===== config.mk =====
export PLATFORM = sky130hd
export DESIGN_NAME = alu_pipe_flat
export DESIGN_NICKNAME = d
export VERILOG_FILES = /design/src/rtl/alu_pkg.sv /design/src/rtl/alu_pipe_if.sv /design/src/rtl/alu_seg.sv /design/src/rtl/alu_pipe.sv /design/src/flat_wrapper.sv
export SDC_FILE = /design/constraint.sdc
export NUM_CORES = 1
export LEC_CHECK = 0
export BUFFER_PORTS_ARGS = -buffer_cell sky130_fd_sc_hd__buf_4
export CELL_PAD_IN_SITES_DETAIL_PLACEMENT = 1
export CELL_PAD_IN_SITES_GLOBAL_PLACEMENT = 2
export CORE_ASPECT_RATIO = 0.5
export CORE_MARGIN = 5
export CORE_UTILIZATION = 37
export DETAILED_ROUTE_END_ITERATION = 8
export GPL_ROUTABILITY_DRIVEN = 0
export GPL_TIMING_DRIVEN = 0
export PLACE_DENSITY_LB_ADDON = 0.1
export SETUP_SLACK_MARGIN = 0.4
export SLEW_MARGIN = 15
export SYNTH_ARGS = -nofsm -noshare
export SYNTH_HDL_FRONTEND = slang
export SYNTH_SLANG_ARGS = --single-unit

===== constraint.sdc =====
create_clock -name clk -period 23.2 [get_ports clk]
set_input_delay 1.16 -clock clk [delete_from_list [all_inputs] [get_ports clk]]
set_output_delay 1.16 -clock clk [all_outputs]
set_load 0.05 [all_outputs]

===== src/rtl/alu_pkg.sv =====
// Shared types and helpers for the pipelined ALU.
package alu_pkg;

    typedef enum logic [1:0] {
        OP_NOR = 2'd0,
        OP_XOR = 2'd1,
        OP_ADD = 2'd2,
        OP_SUB = 2'd3
    } alu_op_t;

    // True for operations that use the carry chain.
    function automatic logic is_arith(alu_op_t op);
        return (op == OP_ADD) || (op == OP_SUB);
    endfunction

endpackage


===== src/rtl/alu_pipe_if.sv =====
// Operand-issue / result-writeback handshake bundle for alu_pipe.
interface alu_pipe_if #(
    parameter int unsigned WIDTH = 64
);
    import alu_pkg::*;

    logic             in_valid;
    logic             in_ready;
    logic [WIDTH-1:0] a;
    logic [WIDTH-1:0] b;
    logic             cin;
    alu_op_t          op;
    logic             out_valid;
    logic             out_ready;
    logic [WIDTH-1:0] s;
    logic             cout;
    logic             zero;
    logic             neg;
    logic             ovf;

    modport master (
        output in_valid, a, b, cin, op, out_ready,
        input  in_ready, out_valid, s, cout, zero, neg, ovf
    );

    modport slave (
        input  in_valid, a, b, cin, op, out_ready,
        output in_ready, out_valid, s, cout, zero, neg, ovf
    );

endinterface


===== src/rtl/alu_seg.sv =====
// Combinational SEG-bit ALU slice: a ripple chain of one-bit ALU cells.
module alu_seg
    import alu_pkg::*;
#(
    parameter int unsigned SEG = 16
) (
    input  logic [SEG-1:0] a,
    input  logic [SEG-1:0] b,
    input  logic           cin,
    input  alu_op_t        op,
    output logic [SEG-1:0] s,
    output logic           cout
);

    // Bit-cell ripple; SUB inverts b, the caller supplies the +1 via cin.
    always_comb begin
        logic c;
        logic bi;
        s  = '0;
        c  = cin;
        bi = 1'b0;
        for (int i = 0; i < SEG; i++) begin
            bi = (op == OP_SUB) ? ~b[i] : b[i];
            case (op)
                OP_NOR:  s[i] = ~(a[i] | b[i]);
                OP_XOR:  s[i] = a[i] ^ b[i];
                OP_ADD,
                OP_SUB:  s[i] = a[i] ^ bi ^ c;
                default: s[i] = 1'b0;
            endcase
            c = (a[i] & bi) | (c & (a[i] ^ bi));
        end
        cout = is_arith(op) & c;
    end

endmodule


===== src/rtl/alu_pipe.sv =====
// Pipelined NOR/XOR/ADD/SUB ALU: the carry chain is cut into STAGES
// segments, one register stage each, under a valid/ready handshake.
module alu_pipe
    import alu_pkg::*;
#(
    parameter int unsigned WIDTH  = 64,
    parameter int unsigned STAGES = 4
) (
    input logic       clk,
    input logic       rst,
    alu_pipe_if.slave bus
);

    localparam int unsigned SEG  = WIDTH / STAGES;
    localparam int unsigned LAST = STAGES - 1;
    localparam int unsigned MSB  = WIDTH - 1;

    if (STAGES < 1 || WIDTH < 2 || (WIDTH % STAGES) != 0) begin : g_bad_cfg
        $error("alu_pipe: WIDTH must be >= 2 and a multiple of STAGES >= 1");
    end

    // Per-stage registers: valid, op, skewed operands, de-skewed result, carry.
    logic             vld_q [STAGES];
    logic             vld_d [STAGES];
    alu_op_t          op_q  [STAGES];
    alu_op_t          op_d  [STAGES];
    logic [WIDTH-1:0] a_q   [STAGES];
    logic [WIDTH-1:0] a_d   [STAGES];
    logic [WIDTH-1:0] b_q   [STAGES];
    logic [WIDTH-1:0] b_d   [STAGES];
    logic [WIDTH-1:0] res_q [STAGES];
    logic [WIDTH-1:0] res_d [STAGES];
    logic             cy_q  [STAGES];
    logic             cy_d  [STAGES];
    logic             zero_q, zero_d;
    logic             neg_q,  neg_d;
    logic             ovf_q,  ovf_d;

    // What each stage sees this cycle (previous stage's registers or the bus).
    logic             stg_vld [STAGES];
    alu_op_t          stg_op  [STAGES];
    logic [WIDTH-1:0] stg_a   [STAGES];
    logic [WIDTH-1:0] stg_b   [STAGES];
    logic [WIDTH-1:0] stg_res [STAGES];
    logic             stg_cy  [STAGES];
    logic [SEG-1:0]   seg_s   [STAGES];
    logic             seg_cy  [STAGES];

    logic stall_c;
    logic accept_c;

    // Global stall: a result is waiting and downstream is not taking it.
    assign stall_c      = vld_q[LAST] & ~bus.out_ready;
    assign bus.in_ready = ~rst & ~stall_c;
    assign accept_c     = bus.in_valid & bus.in_ready;

    for (genvar k = 0; k < STAGES; k++) begin : g_stage
        if (k == 0) begin : g_first
            assign stg_vld[k] = accept_c;
            assign stg_op[k]  = bus.op;
            assign stg_a[k]   = bus.a;
            assign stg_b[k]   = bus.b;
            assign stg_res[k] = '0;
            assign stg_cy[k]  = bus.cin;
        end else begin : g_next
            assign stg_vld[k] = vld_q[k-1];
            assign stg_op[k]  = op_q[k-1];
            assign stg_a[k]   = a_q[k-1];
            assign stg_b[k]   = b_q[k-1];
            assign stg_res[k] = res_q[k-1];
            assign stg_cy[k]  = cy_q[k-1];
        end

        alu_seg #(.SEG(SEG)) u_seg (
            .a    (stg_a[k][k*SEG +: SEG]),
            .b    (stg_b[k][k*SEG +: SEG]),
            .cin  (stg_cy[k]),
            .op   (stg_op[k]),
            .s    (seg_s[k]),
            .cout (seg_cy[k])
        );
    end

    // Advance every stage together unless stalled; flags form in the last stage.
    always_comb begin
        for (int k = 0; k < STAGES; k++) begin
            vld_d[k] = vld_q[k];
            op_d[k]  = op_q[k];
            a_d[k]   = a_q[k];
            b_d[k]   = b_q[k];
            res_d[k] = res_q[k];
            cy_d[k]  = cy_q[k];
        end
        zero_d = zero_q;
        neg_d  = neg_q;
        ovf_d  = ovf_q;
        if (!stall_c) begin
            for (int k = 0; k < STAGES; k++) begin
                vld_d[k]                  = stg_vld[k];
                op_d[k]                   = stg_op[k];
                a_d[k]                    = stg_a[k];
                b_d[k]                    = stg_b[k];
                res_d[k]                  = stg_res[k];
                res_d[k][k*SEG +: SEG]    = seg_s[k];
                cy_d[k]                   = seg_cy[k];
            end
            zero_d = (res_d[LAST] == '0);
            neg_d  = res_d[LAST][MSB];
            case (stg_op[LAST])
                OP_ADD:  ovf_d = (stg_a[LAST][MSB] == stg_b[LAST][MSB]) &&
                                 (res_d[LAST][MSB] != stg_a[LAST][MSB]);
                OP_SUB:  ovf_d = (stg_a[LAST][MSB] != stg_b[LAST][MSB]) &&
                                 (res_d[LAST][MSB] != stg_a[LAST][MSB]);
                default: ovf_d = 1'b0;
            endcase
        end
    end

    // Stage registers; reset flushes every in-flight beat.
    always_ff @(posedge clk) begin
        if (rst) begin
            for (int k = 0; k < STAGES; k++) begin
                vld_q[k] <= 1'b0;
                op_q[k]  <= OP_NOR;
                a_q[k]   <= '0;
                b_q[k]   <= '0;
                res_q[k] <= '0;
                cy_q[k]  <= 1'b0;
            end
            zero_q <= 1'b0;
            neg_q  <= 1'b0;
            ovf_q  <= 1'b0;
        end else begin
            for (int k = 0; k < STAGES; k++) begin
                vld_q[k] <= vld_d[k];
                op_q[k]  <= op_d[k];
                a_q[k]   <= a_d[k];
                b_q[k]   <= b_d[k];
                res_q[k] <= res_d[k];
                cy_q[k]  <= cy_d[k];
            end
            zero_q <= zero_d;
            neg_q  <= neg_d;
            ovf_q  <= ovf_d;
        end
    end

    assign bus.out_valid = vld_q[LAST];
    assign bus.s         = res_q[LAST];
    assign bus.cout      = cy_q[LAST];
    assign bus.zero      = zero_q;
    assign bus.neg       = neg_q;
    assign bus.ovf       = ovf_q;

endmodule


===== src/flat_wrapper.sv =====
// flat-port wrapper written by rule: the top's interface ports become plain ports
module alu_pipe_flat import alu_pkg::*;
#(
    parameter int unsigned WIDTH  = 64,
    parameter int unsigned STAGES = 4
)
  (clk, rst, bus_in_valid, bus_a, bus_b, bus_cin, bus_op, bus_out_ready, bus_in_ready, bus_out_valid, bus_s, bus_cout, bus_zero, bus_neg, bus_ovf);
  alu_pipe_if #(.WIDTH(WIDTH)) bus_i ();
  input logic clk;
  input logic rst;
  input wire logic [$bits(bus_i.in_valid)-1:0] bus_in_valid;
  input wire logic [$bits(bus_i.a)-1:0] bus_a;
  input wire logic [$bits(bus_i.b)-1:0] bus_b;
  input wire logic [$bits(bus_i.cin)-1:0] bus_cin;
  input wire logic [$bits(bus_i.op)-1:0] bus_op;
  input wire logic [$bits(bus_i.out_ready)-1:0] bus_out_ready;
  output wire logic [$bits(bus_i.in_ready)-1:0] bus_in_ready;
  output wire logic [$bits(bus_i.out_valid)-1:0] bus_out_valid;
  output wire logic [$bits(bus_i.s)-1:0] bus_s;
  output wire logic [$bits(bus_i.cout)-1:0] bus_cout;
  output wire logic [$bits(bus_i.zero)-1:0] bus_zero;
  output wire logic [$bits(bus_i.neg)-1:0] bus_neg;
  output wire logic [$bits(bus_i.ovf)-1:0] bus_ovf;
  assign bus_i.in_valid = bus_in_valid;
  assign bus_i.a = bus_a;
  assign bus_i.b = bus_b;
  assign bus_i.cin = bus_cin;
  assign bus_i.op = bus_op;
  assign bus_i.out_ready = bus_out_ready;
  assign bus_in_ready = bus_i.in_ready;
  assign bus_out_valid = bus_i.out_valid;
  assign bus_s = bus_i.s;
  assign bus_cout = bus_i.cout;
  assign bus_zero = bus_i.zero;
  assign bus_neg = bus_i.neg;
  assign bus_ovf = bus_i.ovf;
  alu_pipe #(.WIDTH(WIDTH), .STAGES(STAGES)) u_core (.clk(clk), .rst(rst), .bus(bus_i));
endmodule

==> results of run 1 <==
-- worst reg2reg max path: cells and delay by family (launching register included) --
family / cells / cell delay, ns
xor+xnor: 1 / 0.23
simple gates: 4 / 0.79
compound gates: 2 / 0.41
buf+inv: 5 / 0.90
fa+ha+maj: 16 / 6.81
flops: 1 / 0.32
-- final timing paths --
| kind | depth (start not counted) | end | start | slack [ns] |
|---|---|---|---|---|
| worst min-delay path | 2 | u_core.b_q[0][102]$_SDFFE_PP0N_ | u_core.b_q[0][38]$_SDFFE_PP0N_ | 0.45 |
| worst max register to register | 28 | u_core.bus.zero$_SDFFE_PP0N_ | u_core.op_q[0][5]$_SDFFE_PP0N_ | 13.67 |
| worst min register to register | 2 | u_core.b_q[0][102]$_SDFFE_PP0N_ | u_core.b_q[0][38]$_SDFFE_PP0N_ | 0.45 |
| worst max-delay path | 28 | u_core.bus.zero$_SDFFE_PP0N_ | u_core.op_q[0][5]$_SDFFE_PP0N_ | 13.67 |
-- state kept, by name (all words and copies together), names as in the netlist --
signal           cells
u_core.res_q       159
u_core.b_q          96
u_core.vld_q         4
u_core.cy_q          4
u_core.bus.neg       1
u_core.a_q          96
u_core.bus.ovf       1
u_core.op_q          6
u_core.bus.zero      1
-- layout by cell type, fill, tap and decap left out, types with 5 or more instances in the layout --
master                      count
sky130_fd_sc_hd__nand2_1      787
sky130_fd_sc_hd__dfxtp_1      368
sky130_fd_sc_hd__a21oi_1      367
sky130_fd_sc_hd__buf_4        204
sky130_fd_sc_hd__inv_1        136
sky130_fd_sc_hd__clkbuf_1     132
sky130_fd_sc_hd__xnor2_1       65
sky130_fd_sc_hd__fa_1          64
sky130_fd_sc_hd__ha_1          64
sky130_fd_sc_hd__mux2i_1       60
sky130_fd_sc_hd__o21ai_0       58
sky130_fd_sc_hd__clkbuf_16     39
sky130_fd_sc_hd__buf_2         20
sky130_fd_sc_hd__nor4_1        15
sky130_fd_sc_hd__nor2_1         7
sky130_fd_sc_hd__a211oi_1       7
sky130_fd_sc_hd__clkinv_2       5
-- metal layers --
layer	share of wire (%)	global-route usage, %	up-vias
li1	-	-	7411
met1	49	31.54	7299
met2	46	36.33	203
met3	3.5	2.856	57
met4	1.1	3.083	0
met5	0	0	-
-- area by class of cell --
| type | count | area share [%] |
|---|---|---|
| Clock inverter | 17 | 1.014 |
| Inverter | 136 | 2.464 |
| Antenna cell | 1 | 0.01208 |
| Sequential cell | 368 | 35.56 |
| Tap cell | 627 | 3.786 |
| Clock buffer | 49 | 5.085 |
| Timing Repair Buffer | 201 | 7.283 |
| Multi-Input combinational cell | 1515 | 41.72 |
| Buffer | 152 | 3.080 |
-- power by group through the flow --
stage	Sequential, mW	Combinational, mW	Clock (mW)
after floorplan	0.723	0.109	0
after global placement	0.710	0.198	0
after detailed placement	0.711	0.203	0
after CTS	0.697	0.204	0.653
after global routing	0.701	0.226	0.679
final	0.697	0.202	0.638
-- synthesized netlist by cell type, types with 2 or more instances --
cell / instances / area, sq um
sky130_fd_sc_hd__a211oi_1: 7 / 52.55
sky130_fd_sc_hd__a21oi_1: 367 / 1837
sky130_fd_sc_hd__buf_2: 20 / 100.1
sky130_fd_sc_hd__buf_4: 3 / 22.52
sky130_fd_sc_hd__buf_6: 2 / 22.52
sky130_fd_sc_hd__clkbuf_1: 126 / 473.0
sky130_fd_sc_hd__dfxtp_1: 368 / 7367
sky130_fd_sc_hd__fa_1: 64 / 1281
sky130_fd_sc_hd__ha_1: 64 / 800.8
sky130_fd_sc_hd__inv_1: 136 / 510.5
sky130_fd_sc_hd__mux2i_1: 60 / 600.6
sky130_fd_sc_hd__nand2_1: 787 / 2954
sky130_fd_sc_hd__nand3_1: 4 / 20.02
sky130_fd_sc_hd__nand4_1: 3 / 18.77
sky130_fd_sc_hd__nor2_1: 7 / 26.28
sky130_fd_sc_hd__nor2b_1: 4 / 25.02
sky130_fd_sc_hd__nor4_1: 15 / 93.84
sky130_fd_sc_hd__o21ai_0: 58 / 290.3
sky130_fd_sc_hd__o21ai_1: 2 / 10.01
sky130_fd_sc_hd__xnor2_1: 65 / 569.3
-- cell families (layout without fill, tap and decap cells) --
group	count (synthesis)	count (layout)	share of synthesized area (%)
multiplexers	60	60	3.500
adder cells (fa/ha/maj)	128	128	12.13
flip-flops	368	368	42.93
AND/OR/NAND/NOR	826	826	18.57
XOR/XNOR	66	66	3.369
other	0	1	0
AO/OA/AOI/OAI	435	435	12.80
buffers and inverters	288	555	6.693
-- stage by stage --
stage               cells  utilization [%]
finish               3066            45.55
global route         3066            45.55
CTS                  3065            45.55
detailed placement   2999            42.77
global placement     2999            42.77
floorplan            2171                -
==> summary.log, run 1 <==
INFO  synth          postSynthAreaPerCell=7.904squm
INFO  power          clkPwrFrac=41.5%
INFO  setup_path     cp_slowest_stage_delay=0.50ns
INFO  cells_and_area sequential_cell_area=7367squm
INFO  cells_and_area final_design_area_no_fill=20,720squm
INFO  min_path       min-delay-path-class=reg2reg
INFO  global_routing gr-usage-all-layers=21.94%
INFO  timing         tightestPinTransition=1.094ns
INFO  drt            detail_route.wirelength=57.16mm
INFO  global_routing first_global_vias=15.45k
INFO  cts            clock_tree_from_tritoncts=done
INFO  floorplanning  floorplan.die.height=162.3um
INFO  timing         finalSetupTns=0ns
INFO  flow_run       drv_cap=0
INFO  cts            clock_tree.htree_level_count=2
INFO  power          sw_frac_of_total=27.30%
INFO  synth          syn_inst_count=2,171
INFO  power          cellLeakagePower=8.570nW
INFO  timing         timing.hold.ws=0.4501ns
INFO  cells_and_area final_nets=2,675
INFO  place          dp_hpwl=44.43mm
INFO  timing         final-setup-viol-count=0
INFO  setup_path     worst_setup_path_start_kind=register
INFO  cells_and_area multiInputGateArea=8645squm
INFO  timing         grt_setup_unrepaired=no
INFO  drt            drt_iter0_markers=863
INFO  drt            drc=0
INFO  setup_path     path_class=reg2reg
INFO  cts            clock-sinks=368
INFO  drt            dr_total_vias=14.97k
INFO  cts            clock_transition_time_at_the_flip_flop_clock_pins_of_the_worst_setup_and_hold_paths=0.08ns
INFO  synth          postSynthNetCount=2,434
INFO  drt            firstDrtPassIters=5
INFO  cts            cts_resized=0
INFO  power          cellInternalPower=1.117mW
INFO  setup_path     cp_num_buf_inv=5
INFO  setup_path     path_delay_family=adder cells
INFO  timing         setup_ws=13.67ns
INFO  synth          synth-edff-count=0
INFO  synth          yosys.cell_types.count=29
INFO  global_routing grt_start_max_net_pins=16
INFO  floorplanning  fp.coreArea=45,490squm
INFO  cells_and_area syn2layout_area_growth=20.74%
INFO  power          power_density=74.18nW/um^2
INFO  power          pwr-share-comb=13.1%
INFO  floorplanning  initial_utilization=37.73%
INFO  timing         min_period_over_period=41.09%
INFO  cts            cts_buffer_depth=3
INFO  run_status     outcome=finished clean
INFO  power          power=1.537mW
INFO  timing         timing.slew.headroom=27.08%
INFO  place          portBuffers=201
INFO  floorplanning  i_o_pins=205
INFO  cts            clkLatencyLatePin=0.56ns
INFO  timing         timing_max_transition_violations_final=0
INFO  setup_path     cp_data_required_time=23.67ns
INFO  drt            ant_nets=0
INFO  synth          ys_seq_area_share=42.93%
INFO  synth          postSynth.asyncResetShare=0%
INFO  power          ir_drop=0.04125mV
INFO  global_routing global_route_wire_length_before_repair=87.49mm
INFO  setup_path     path_common_cell=sky130_fd_sc_hd__fa_1
INFO  cells_and_area fillers=5,536
INFO  power          power.share.sequential=45.3%
INFO  drt            wl_per_cell=18.64um
INFO  synth          post_synthesis_instance_area=17,160squm
INFO  setup_path     worstSetupEndpointType=register
INFO  cts            cts_setup_buffers=0
INFO  global_routing initial_antenna_violation_count=2
INFO  setup_path     cp_data_arrival_time=10.00ns
INFO  setup_path     timing.critical_path.slowest_stage_cell=sky130_fd_sc_hd__fa_1
INFO  global_routing overflow=0
INFO  power          power.switching=0.4196mW
INFO  timing         highest_achievable_clock_rate=104.9MHz
INFO  floorplanning  die_x=314.6um
INFO  timing         fin_worst_skew=0.02894ns
INFO  synth          synth-main-ff-cell=sky130_fd_sc_hd__dfxtp_1
INFO  synth          postSynthRegisterBits=368
INFO  timing         fin_crit=9.534ns
INFO  cts            cts_made_buffers=38
INFO  cts            post_cts_hold_buffers=0
INFO  cts            cts_root_buffer=sky130_fd_sc_hd__clkbuf_16
INFO  timing         timing_hold_violations_final=0
INFO  floorplanning  count_of_standard_cell_rows=55
INFO  setup_path     timing.critical_path.fanout_max=10
INFO  place          placement.cell_area=19,450squm
INFO  floorplanning  floorplan.die_area=51,050squm
INFO  cells_and_area drive_gt1_share=11.77%
INFO  synth          synth.yosys.warnings=0
INFO  drt            mean_number_of_vias_per_cell=4.883
INFO  place          dp_worst_setup_slack=13.58ns
Power figures use the tool's default switching activity.
==> inputs of run 2 (changes only) <==
--- a/config.mk
+++ b/config.mk
@@ -10,7 +10,7 @@
 export CELL_PAD_IN_SITES_GLOBAL_PLACEMENT = 2
 export CORE_ASPECT_RATIO = 0.5
 export CORE_MARGIN = 5
-export CORE_UTILIZATION = 37
+export CORE_UTILIZATION = 34
 export DETAILED_ROUTE_END_ITERATION = 8
 export GPL_ROUTABILITY_DRIVEN = 0
 export GPL_TIMING_DRIVEN = 0
==> constraint.sdc (replaced) <==
create_clock -name clk -period 9.7 [get_ports clk]
set_input_delay 0.485 -clock clk [delete_from_list [all_inputs] [get_ports clk]]
set_output_delay 0.485 -clock clk [all_outputs]
set_load 0.05 [all_outputs]
==> summary.log, run 2 (same netlist as run 1, synthesis figures left out) <==
INFO  power          power.share.sequential=46.1%
INFO  setup_path     worstReg2RegEnd=u_core.bus.zero$_SDFFE_PP0N_
INFO  cells_and_area syn2layout_area_growth=20.85%
INFO  setup_path     path_class=reg2reg
INFO  cts            clock-sinks=368
INFO  timing         timing.slew.headroom=24.78%
INFO  setup_path     path_common_cell=sky130_fd_sc_hd__fa_1
INFO  cells_and_area multiInputGateArea=8672squm
INFO  cells_and_area fillers=6,124
INFO  power          power=3.612mW
INFO  global_routing first_global_vias=15.57k
INFO  global_routing overflow=0
INFO  power          ir_drop=0.09164mV
INFO  cts            clock_tree.htree_level_count=2
INFO  setup_path     worstSetupEndpointType=register
INFO  timing         fin_worst_skew=0.02065ns
INFO  cts            clkLatencyLatePin=0.54ns
INFO  cts            clock_transition_time_at_the_flip_flop_clock_pins_of_the_worst_setup_and_hold_paths=0.07ns
INFO  place          dp_hpwl=44.97mm
INFO  cells_and_area largest_register_ffs=159
INFO  global_routing grt_start_max_net_pins=15
INFO  timing         highest_achievable_clock_rate=113.3MHz
INFO  timing         min_period_over_period=91.02%
INFO  timing         grt_setup_unrepaired=no
INFO  power          cellLeakagePower=8.577nW
INFO  drt            drt_iter0_markers=727
INFO  setup_path     timing.critical_path.fanout_max=10
INFO  timing         timing_hold_violations_final=0
INFO  power          power_density=174.2nW/um^2
INFO  cells_and_area drive_gt1_share=11.86%
INFO  floorplanning  initial_utilization=34.27%
INFO  setup_path     regToRegStartpoint=u_core.op_q[0][5]$_SDFFE_PP0N_
INFO  floorplanning  i_o_pins=205
INFO  min_path       min_path_cells=3
INFO  drt            ant_nets=0
INFO  power          clkPwrFrac=40.5%
INFO  setup_path     timing.critical_path.slowest_stage_cell=sky130_fd_sc_hd__fa_1
INFO  floorplanning  count_of_standard_cell_rows=58
INFO  cts            cts_buffer_depth=3
INFO  cts            clock_tree_from_tritoncts=done
INFO  timing         fin_crit=8.829ns
INFO  cells_and_area most_frequent_cells_in_the_layout=sky130_fd_sc_hd__nand2_1, sky130_fd_sc_hd__dfxtp_1, sky130_fd_sc_hd__a21oi_1
INFO  drt            drc=0
INFO  cts            cts_setup_buffers=0
INFO  drt            mean_number_of_vias_per_cell=4.803
INFO  setup_path     critPathLaunch=u_core.op_q[0][5]$_SDFFE_PP0N_
INFO  cts            post_cts_hold_buffers=0
INFO  power          pwr-share-comb=13.3%
INFO  power          cellInternalPower=2.622mW
INFO  setup_path     cp_data_arrival_time=9.28ns
INFO  floorplanning  floorplan.die.height=168.9um
INFO  timing         tightestPinTransition=1.128ns
INFO  global_routing global_route_wire_length_before_repair=89.27mm
INFO  setup_path     cp_data_required_time=10.16ns
INFO  drt            dr_total_vias=14.88k
INFO  floorplanning  fp.coreArea=50,070squm
INFO  global_routing initial_antenna_violation_count=2
INFO  cells_and_area final_nets=2,675
INFO  power          sw_frac_of_total=27.41%
INFO  setup_path     setup.reg_to_reg.worst_slack=0.87ns
INFO  timing         final-setup-viol-count=0
INFO  power          power.switching=0.9903mW
INFO  cells_and_area largest_register=u_core.res_q
INFO  cts            cts_made_buffers=38
INFO  setup_path     crit_end=u_core.bus.zero$_SDFFE_PP0N_
INFO  place          portBuffers=201
INFO  setup_path     worst_r2r_path_depth=28
INFO  cells_and_area most_common_library_cell_in_the_layout_ignoring_fill_and_taps=sky130_fd_sc_hd__nand2_1
INFO  setup_path     worst_setup_path_start_kind=register
INFO  floorplanning  die_x=327.7um
INFO  cts            cts_root_buffer=sky130_fd_sc_hd__clkbuf_16
INFO  drt            wl_per_cell=18.63um
INFO  drt            detail_route.wirelength=57.72mm
INFO  run_status     outcome=finished clean
INFO  cells_and_area largestRegisters=u_core.res_q: 159 flops, u_core.a_q: 96 flops, u_core.b_q: 96 flops
INFO  cells_and_area sequential_cell_area=7367squm
INFO  global_routing gr-usage-all-layers=20.62%
INFO  drt            firstDrtPassIters=5
INFO  floorplanning  floorplan.die_area=55,340squm
INFO  flow_run       drv_cap=0
INFO  timing         timing_max_transition_violations_final=0
INFO  timing         finalSetupTns=0ns
INFO  min_path       min-delay-path-class=in2reg
INFO  setup_path     cp_slowest_stage_delay=0.50ns
## run 2: final cells by class
cell class	count	share of cell area, %
Multi-Input combinational cell	1515	41.82
Sequential cell	368	35.53
Timing Repair Buffer	201	7.276
Clock buffer	58	5.436
Tap cell	660	3.982
Buffer	152	3.162
Inverter	136	2.462
Clock inverter	7	0.3258
Antenna cell	1	0.01207
## run 2: worst min-delay path by stage
stage | start | end | slack [ns]
after floorplan | u_core.a_q[0][16]$_SDFFE_PP0N_ | u_core.a_q[0][16]$_SDFFE_PP0N_ | 0.43
after global placement | u_core.a_q[0][45]$_SDFFE_PP0N_ | u_core.a_q[0][45]$_SDFFE_PP0N_ | 0.44
after detailed placement | u_core.b_q[0][124]$_SDFFE_PP0N_ | u_core.b_q[0][124]$_SDFFE_PP0N_ | 0.45
after CTS | bus_a[44] | u_core.a_q[0][44]$_SDFFE_PP0N_ | 0.16
after global routing | bus_b[34] | u_core.b_q[0][34]$_SDFFE_PP0N_ | 0.18
final | bus_a[44] | u_core.a_q[0][44]$_SDFFE_PP0N_ | 0.19
## run 2: worst max-delay path: cells and delay by family (launching register included)
family | cells | cell delay (ns)
xor gates and xnor gates | 1 | 0.16
DFF | 1 | 0.32
and+or+nand+nor | 4 | 0.51
buffers and inverters | 5 | 0.71
AOI/OAI and AO/OA | 2 | 0.33
adders and majority gates | 16 | 6.71
## run 2: per-layer routing
layer	routed length, um	share of wire [%]	vias up	GRT usage (%)
met2	26370	46	158	33.98
met4	621	1.1	0	2.736
met1	28900	50	7261	29.73
li1	-	-	7415	-
met3	1829	3.2	47	2.914
met5	0	0	-	0
## run 2: timing repair
| action | in CTS | in global routing |
|---|---|---|
| resized for setup | 6 | 9 |
| hold endpoints to repair | 0 | 0 |
| endpoints found under the setup margin | 2 | 3 |
| pin swaps | 0 | 2 |
## run 2: per-stage QoR
stage	cell area (sq um)	setup slack (ns)	std cells	utilization (%)	hold WS (ns)
floorplan	17160	0.9751	2171	-	0.4319
detailed placement	19500	0.03246	3032	38.94	0.4452
finish	20740	0.8708	3098	41.41	0.1934
CTS	20710	0.4130	3097	41.36	0.1594
global placement	19490	0.1130	3032	38.93	0.4403
global route	20730	0.4000	3097	41.41	0.1804
## run 2: power groups by stage
stage / clock network, mW / registers (mW) / logic, mW
final: 1.46 / 1.67 / 0.481
after global routing: 1.56 / 1.68 / 0.542
after CTS: 1.50 / 1.67 / 0.489
after detailed placement: 0 / 1.70 / 0.485
after global placement: 0 / 1.70 / 0.475
after floorplan: 0 / 1.73 / 0.260
